`config.mk`:
```
export PLATFORM = sky130hd
export DESIGN_NAME = wb_write_sequencer
export DESIGN_NICKNAME = d
export VERILOG_FILES = /design/src/rtl/wb_write_sequencer.sv
export SDC_FILE = /design/constraint.sdc
export NUM_CORES = 1
export LEC_CHECK = 0
export ABC_AREA = 0
export CAP_MARGIN = 20
export CORE_MARGIN = 2
export CORE_UTILIZATION = 50
export CTS_CLUSTER_SIZE = 40
export DETAILED_ROUTE_END_ITERATION = 10
export PLACE_DENSITY = 0.87
export SLEW_MARGIN = 0
export SYNTH_ARGS = -nofsm -noshare
export SYNTH_HDL_FRONTEND = slang
export SYNTH_SLANG_ARGS = --single-unit
```
`constraint.sdc`:
```
create_clock -name clk -period 4.43 [get_ports clk]
set_input_delay 0.886 -clock clk [delete_from_list [all_inputs] [get_ports clk]]
set_output_delay 0.886 -clock clk [all_outputs]
set_load 0.02 [all_outputs]
```
`src/rtl/wb_write_sequencer.sv`:
```
// Register-file write-port sequencer behind writeback.
// Arbitrates WB and AUX writers, splits LDD pairs into two writes.
module wb_write_sequencer #(
  parameter int DATA_W       = 32,
  parameter int REG_AW       = 5,
  parameter int STARVE_LIMIT = 4
) (
  input  logic                clk,
  input  logic                reset,
  input  logic                wb_valid,
  output logic                wb_ready,
  input  logic [REG_AW-1:0]   wb_regD,
  input  logic                wb_double,
  input  logic [2*DATA_W-1:0] wb_data,
  input  logic                aux_valid,
  output logic                aux_ready,
  input  logic [REG_AW-1:0]   aux_regD,
  input  logic [DATA_W-1:0]   aux_data,
  output logic                rf_we,
  output logic [REG_AW-1:0]   rf_waddr,
  output logic [DATA_W-1:0]   rf_wdata,
  output logic                wb_stall,
  output logic                busy
);

  localparam int CW = $clog2(STARVE_LIMIT + 1);
  localparam logic [CW-1:0] LIMIT = CW'(STARVE_LIMIT);

  localparam logic [0:0] IDLE   = 1'b0;
  localparam logic [0:0] SECOND = 1'b1;

  logic [0:0]        state;
  logic [CW-1:0]     starve_cnt;
  logic [REG_AW-1:0] hold_addr;
  logic [DATA_W-1:0] hold_data;
  logic              idle;
  logic              force_aux;
  logic [REG_AW-1:0] even_addr;

  // Grant logic: a starved AUX beats WB, otherwise WB first.
  always_comb begin
    idle      = ~reset & (state == IDLE);
    force_aux = aux_valid & (starve_cnt == LIMIT);
    aux_ready = idle & aux_valid & (force_aux | ~wb_valid);
    wb_ready  = idle & wb_valid & ~force_aux;
    wb_stall  = ~reset & wb_valid & ~wb_ready;
    busy      = ~reset & (state == SECOND);
    even_addr = {wb_regD[REG_AW-1:1], 1'b0};
  end

  // Count consecutive AUX denials, saturating at the limit.
  always_ff @(posedge clk or posedge reset) begin
    if (reset) begin
      starve_cnt <= '0;
    end else if (!aux_valid || aux_ready) begin
      starve_cnt <= '0;
    end else if (starve_cnt != LIMIT) begin
      starve_cnt <= starve_cnt + 1'b1;
    end
  end

  // Issue one register write per slot; r0 writes keep we low.
  always_ff @(posedge clk or posedge reset) begin
    if (reset) begin
      state     <= IDLE;
      hold_addr <= '0;
      hold_data <= '0;
      rf_we     <= 1'b0;
      rf_waddr  <= '0;
      rf_wdata  <= '0;
    end else begin
      rf_we <= 1'b0;
      unique case (1'b1)
        (state == SECOND): begin
          rf_we    <= |hold_addr;
          rf_waddr <= hold_addr;
          rf_wdata <= hold_data;
          state    <= IDLE;
        end
        wb_ready: begin
          if (wb_double) begin
            rf_we     <= |even_addr;
            rf_waddr  <= even_addr;
            rf_wdata  <= wb_data[2*DATA_W-1:DATA_W];
            hold_addr <= {wb_regD[REG_AW-1:1], 1'b1};
            hold_data <= wb_data[DATA_W-1:0];
            state     <= SECOND;
          end else begin
            rf_we    <= |wb_regD;
            rf_waddr <= wb_regD;
            rf_wdata <= wb_data[DATA_W-1:0];
          end
        end
        aux_ready: begin
          rf_we    <= |aux_regD;
          rf_waddr <= aux_regD;
          rf_wdata <= aux_data;
        end
        default: ;
      endcase
    end
  end

endmodule

```
### Yosys cells after proc, flatten, opt, wreduce, memory -nomap -nowiden

Index checks and enable logic that the tools add are counted.

| word-level totals | value |
|---|---|
| input port bits | 111 |
| register bits | 79 |
| memories | 0 |
| memory bits (writable) | 0 |
| memory bits (read-only) | 0 |
| logic and storage cells | 44 |
| bits in latches | 0 |
| output and inout bits | 42 |

| cells by class | value |
|---|---|
| reduce and logical (&&, ||, !) cells | 9 |
| divide/modulo/power cells | 0 |
| $mul | 0 |
| bitwise gates (word level) | 15 |
| multiplexer cells | 10 |
| $lt $le $gt $ge | 0 |
| shift-type cells | 0 |
| add/subtract/negate cells | 1 |
| equal/unequal tests | 2 |

Operators by type and width:

| cell | count |
|---|---|
| one-hot mux 32 bit (3 select lines) | 1 |
| 2-to-1 mux 32 bit | 1 |
| one-hot mux 5 bit (3 select lines) | 1 |
| OR reduction 5 bit | 3 |
| AND 1 bit | 9 |
| 2-to-1 mux 3 bit | 2 |
| NOT 1 bit | 5 |
| 2-to-1 mux 1 bit | 4 |
| OR reduction 4 bit | 1 |
| adder 3 x 1 -> 3 bit (second input constant) | 1 |
| equality test 3 bit (second input constant) | 1 |
| inequality test 3 bit (second input constant) | 1 |
| one-hot mux 1 bit (3 select lines) | 1 |
| nonzero test 3 bit | 1 |
| AND reduction 2 bit | 1 |
| nonzero test 2 bit | 1 |
| zero test 1 bit | 1 |
| logical OR 1 bit | 1 |
| OR 1 bit | 1 |

### Longest topological paths before layout

| depth | value |
|---|---|
| depth in word-level cells | 6 |
| gate-level depth with buffers | 7 |
| depth with buffers taken out | 5 |

### Worst setup path before layout

No wires, ideal clock.

| timing | value |
|---|---|
| path type | in2out |
| from | input port aux_valid |
| to | output port wb_stall |
| data required time | 3.544 ns |
| buffers on the path | 1 |
| setup slack | 1.552 ns |
| stages | 4 |
| data arrival time | 1.992 ns |
| cells stage by stage | buf_2 > nand3_1 > and2_1 > nor3b_1 |

| between the ends | value |
|---|---|
| word-level cells in the longest chain between the ends | 5 |

Ends and longest elaborated chain:

| what | RTL line | source |
|---|---|---|
| start, declared | 15 | `input logic aux_valid,` |
| AND 1 bit | 43 | `force_aux = aux_valid & (starve_cnt == LIMIT);` |
| NOT 1 bit | 45 | `wb_ready = idle & wb_valid & ~force_aux;` |
| AND 1 bit | 45 |  |
| via wb_ready | 11 | `output logic wb_ready,` |
| NOT 1 bit | 46 | `wb_stall = ~reset & wb_valid & ~wb_ready;` |
| AND 1 bit | 46 |  |
| end, declared | 22 | `output logic wb_stall,` |

The timed path passes the listed nets, and every way through them passes these cells.

### Worst setup path after layout

| timing | value |
|---|---|
| from | input port reset |
| to | output port wb_stall |

| between the ends | value |
|---|---|
| word-level cells in the longest chain between the ends | 6 |
| elaborated cells between the ends (all ways) | 7 |
| those cells by class | 7 x bitwise |

Ends and longest elaborated chain:

| what | RTL line | source |
|---|---|---|
| start, declared | 9 | `input logic reset,` |
| NOT 1 bit * | 42, 46 |  |
| AND 1 bit | 42 | `idle = ~reset & (state == IDLE);` |
| AND 1 bit (2 in a row) | 45 |  |
| NOT 1 bit | 46 |  |
| AND 1 bit * | 46 |  |

Mark *: on every way between the ends. The rest lies on a longest branch, timed or not.

==> flow_metrics.tcl <==
set metrics [dict create \
    status "completed" \
    grt.total_usage 0.270 \
    ys_types 30 \
    async_reset_ff_frac 1.00 \
    worstReg2RegEnd "hold_data[16]" \
    portBuffers 152 \
    hold_violations 0 \
    cts_tree "done" \
    rsz0062_at_grt "false" \
    syn_avg_cell_area_um2 11.0 \
    synth_warnings 0 \
    rr_worst_depth 5 \
    dr.pass1.iters 4 \
    die_h_um 99.0 \
    layout.cells.non_filler 654 \
    dp_hpwl_um 8490 \
    first_iter_violations 195 \
    antennaDiodeCount 0 \
    insertion_delay_ns 0.35 \
    synth_seq_cells 79 \
    nFillCells 636 \
    cts_hold_buf 0 \
    critPathRequiredTime_ns 3.54 \
    ir_drop_uv 204 \
    dieArea_mm2 0.00979 \
    grt_max_degree 58 \
    cts_made_buffers 9 \
    drive_gt1_frac 0.194 \
    holdCritStartpoint "hold_data[26]" \
    criticalPathCategory "input pin to output pin" \
    dp_cells 637 \
    gp_congestion 0.848 \
    antenna_found_initial 0 \
    min_period_ns 3.55 \
    avgViaCountPerCell 6.00 \
    core_area_mm2 0.00872 \
    clockBufferDepth 2 \
    initial_core_util 0.517 \
    path_clk_slew_ns 0.08 \
    power_density_mw_per_mm2 341 \
    clock-sinks 79 \
    finalSetupViolations 0 \
    synth_edf_count 0 \
    hold_depth 1 \
    cts_resized 0 \
    hold_end "hold_data[26]" \
    slew-limit-headroom 0.400 \
    grt-ovfl-total 0 \
    drc 0 \
    cp-start-kind "input pin" \
    min_path_type "flop to flop" \
    syn_nets 523 \
    drv_cap 0 \
    grt_pass1_vias 4225 \
    worst_pin_slew_ns 0.898 \
    num_vias 3921 \
    drt_wl_total_um 13000 \
    dieWidth_um 99.0 \
    timing.fmax_ghz 0.281 \
    area_growth_pct 39.8 \
    r2r_slack_ns 1.79 \
    io_pins 153 \
    cts_root_buf "clkbuf_8" \
    seq_area_frac_synth 0.439 \
    worstSetupEndpointType "output pin" \
    rows 34 \
    fin_setup_tns_ns 0 \
    worstPathMaxFanout 6 \
    period_share 0.802 \
    p_leak_nw 2.56 \
    wire_per_inst_um 19.8 \
    drtAntennaViolNets 0 \
    synth_ff_type "dfrtp_1" \
    htree_levels 3 \
    post_cts_buffers 0 \
    grt_pass1_wl_um 21100 \
    arrival_ns 2.67 \
    syn_inst 410 \
    finalClockSkew_ns 0.0122 \
    rr_startpoint "state" \
    slew_violations 0 \
    syn_area_mm2 0.00451 \
    finalNetCount 654 \
]
## synth_stat cells, types with 2 or more instances
cell,instances,share of area
nor2b_1,3,0.0042
buf_2,19,0.021
ha_1,2,0.0056
buf_4,2,0.0033
or4_1,3,0.0050
mux2_2,50,0.12
nor3_1,2,0.0022
mux2_4,18,0.060
o21ai_0,3,0.0033
mux2i_1,37,0.082
nor2_1,2,0.0017
buf_6,2,0.0050
inv_1,41,0.034
nand4_1,37,0.051
dfrtp_1,79,0.44
o21bai_1,2,0.0033
a21bo_2,2,0.0044
clkbuf_1,19,0.016
nand3_1,40,0.044
a32oi_1,37,0.072
## power breakdown
part / internal (W) / leakage, nW / switching [W]
logic: 0.000347 / 1.51 / 0.000279
registers: 0.000849 / 0.940 / 0.0000806
clock network: 0.000318 / 0.102 / 0.000275
## worst max-delay path, cell delays in order
cell and delay [ns]:
clkdlybuf4s50_1 0.69, nor3b_4 0.08, and2_1 0.20, nor3b_1 0.17, clkdlybuf4s50_1 0.63
## kinds of logic after synthesis
family	Yosys count	synth area share
DFF	79	0.439
adders and majority gates	2	0.00555
and+or+nand+nor	94	0.121
muxes	105	0.267
buffers and inverters	83	0.0794
AOI/OAI and AO/OA	47	0.0885
## through the flow
stage / util / instance area (um2) / total power, W / hold slack, ns / setup slack [ns]
after floorplan: - / 4510 / 0.00126 / 0.451 / 1.52
after global placement: 0.694 / 6050 / 0.00154 / 0.481 / 0.919
after detailed placement: 0.694 / 6050 / 0.00156 / 0.487 / 0.888
after CTS: 0.720 / 6270 / 0.00215 / 0.513 / 0.883
after global routing: 0.723 / 6300 / 0.00225 / 0.530 / 0.812
final: 0.723 / 6300 / 0.00215 / 0.510 / 0.877
## registers in the layout, indices dropped and copies added, names as in the netlist
| register | count |
|---|---|
| rf_wdata | 32 |
| rf_waddr | 5 |
| hold_addr | 5 |
| hold_data | 32 |
| state | 1 |
| starve_cnt | 3 |
| rf_we | 1 |
## cells in the final DEF, fill, tap and decap left out, drive strengths merged, types with 2 or more instances in the layout
master         synthesis  routed
a32oi                 37      37
o21ai                  3       3
clkinvlp               0       3
bufinv                 0       2
clkinv                 0       2
a21bo                  2       2
inv                   41      41
nor2b                  3       3
clkdlybuf4s50          0     150
buf                   23      12
dfrtp                 79      79
nor2                   3       3
clkbuf                19       9
or4                    3       3
nor3b                  2       2
o21bai                 2       2
nand4                 37      37
nand3                 40      40
ha                     2       2
nor3                   2       2
mux2i                 37      37
mux2                  68      68
## worst max path at each step
stage               startpoint      endpoint  slack (ns)  depth (start not counted)
floorplan                reset  hold_addr[0]        1.52                          1
global placement         reset      wb_stall        0.92                          5
detailed placement       reset      wb_stall        0.89                          5
CTS                      reset      wb_stall        0.88                          5
global route             reset      wb_stall        0.81                          5
finish                   reset      wb_stall        0.88                          5
## per-layer routing
metal	routed length, um	part of all wire	vias up	track usage
li1	-	-	1782	-
met1	5420	0.42	1970	0.350
met2	6550	0.51	150	0.458
met3	775	0.060	19	0.0411
met4	203	0.016	0	0.100
met5	0	0	-	0
## final cells by class
type / instances / area (um2) / area share
clock buffer: 9 / 124 / 0.0197
clock inverter: 7 / 96.3 / 0.0153
inverter: 41 / 155 / 0.0246
multi-input combinational: 248 / 2210 / 0.350
sequential: 79 / 1980 / 0.314
tap: 108 / 135 / 0.0214
timing repair buffer: 162 / 1610 / 0.255
(Power assumes the default switching activity.)
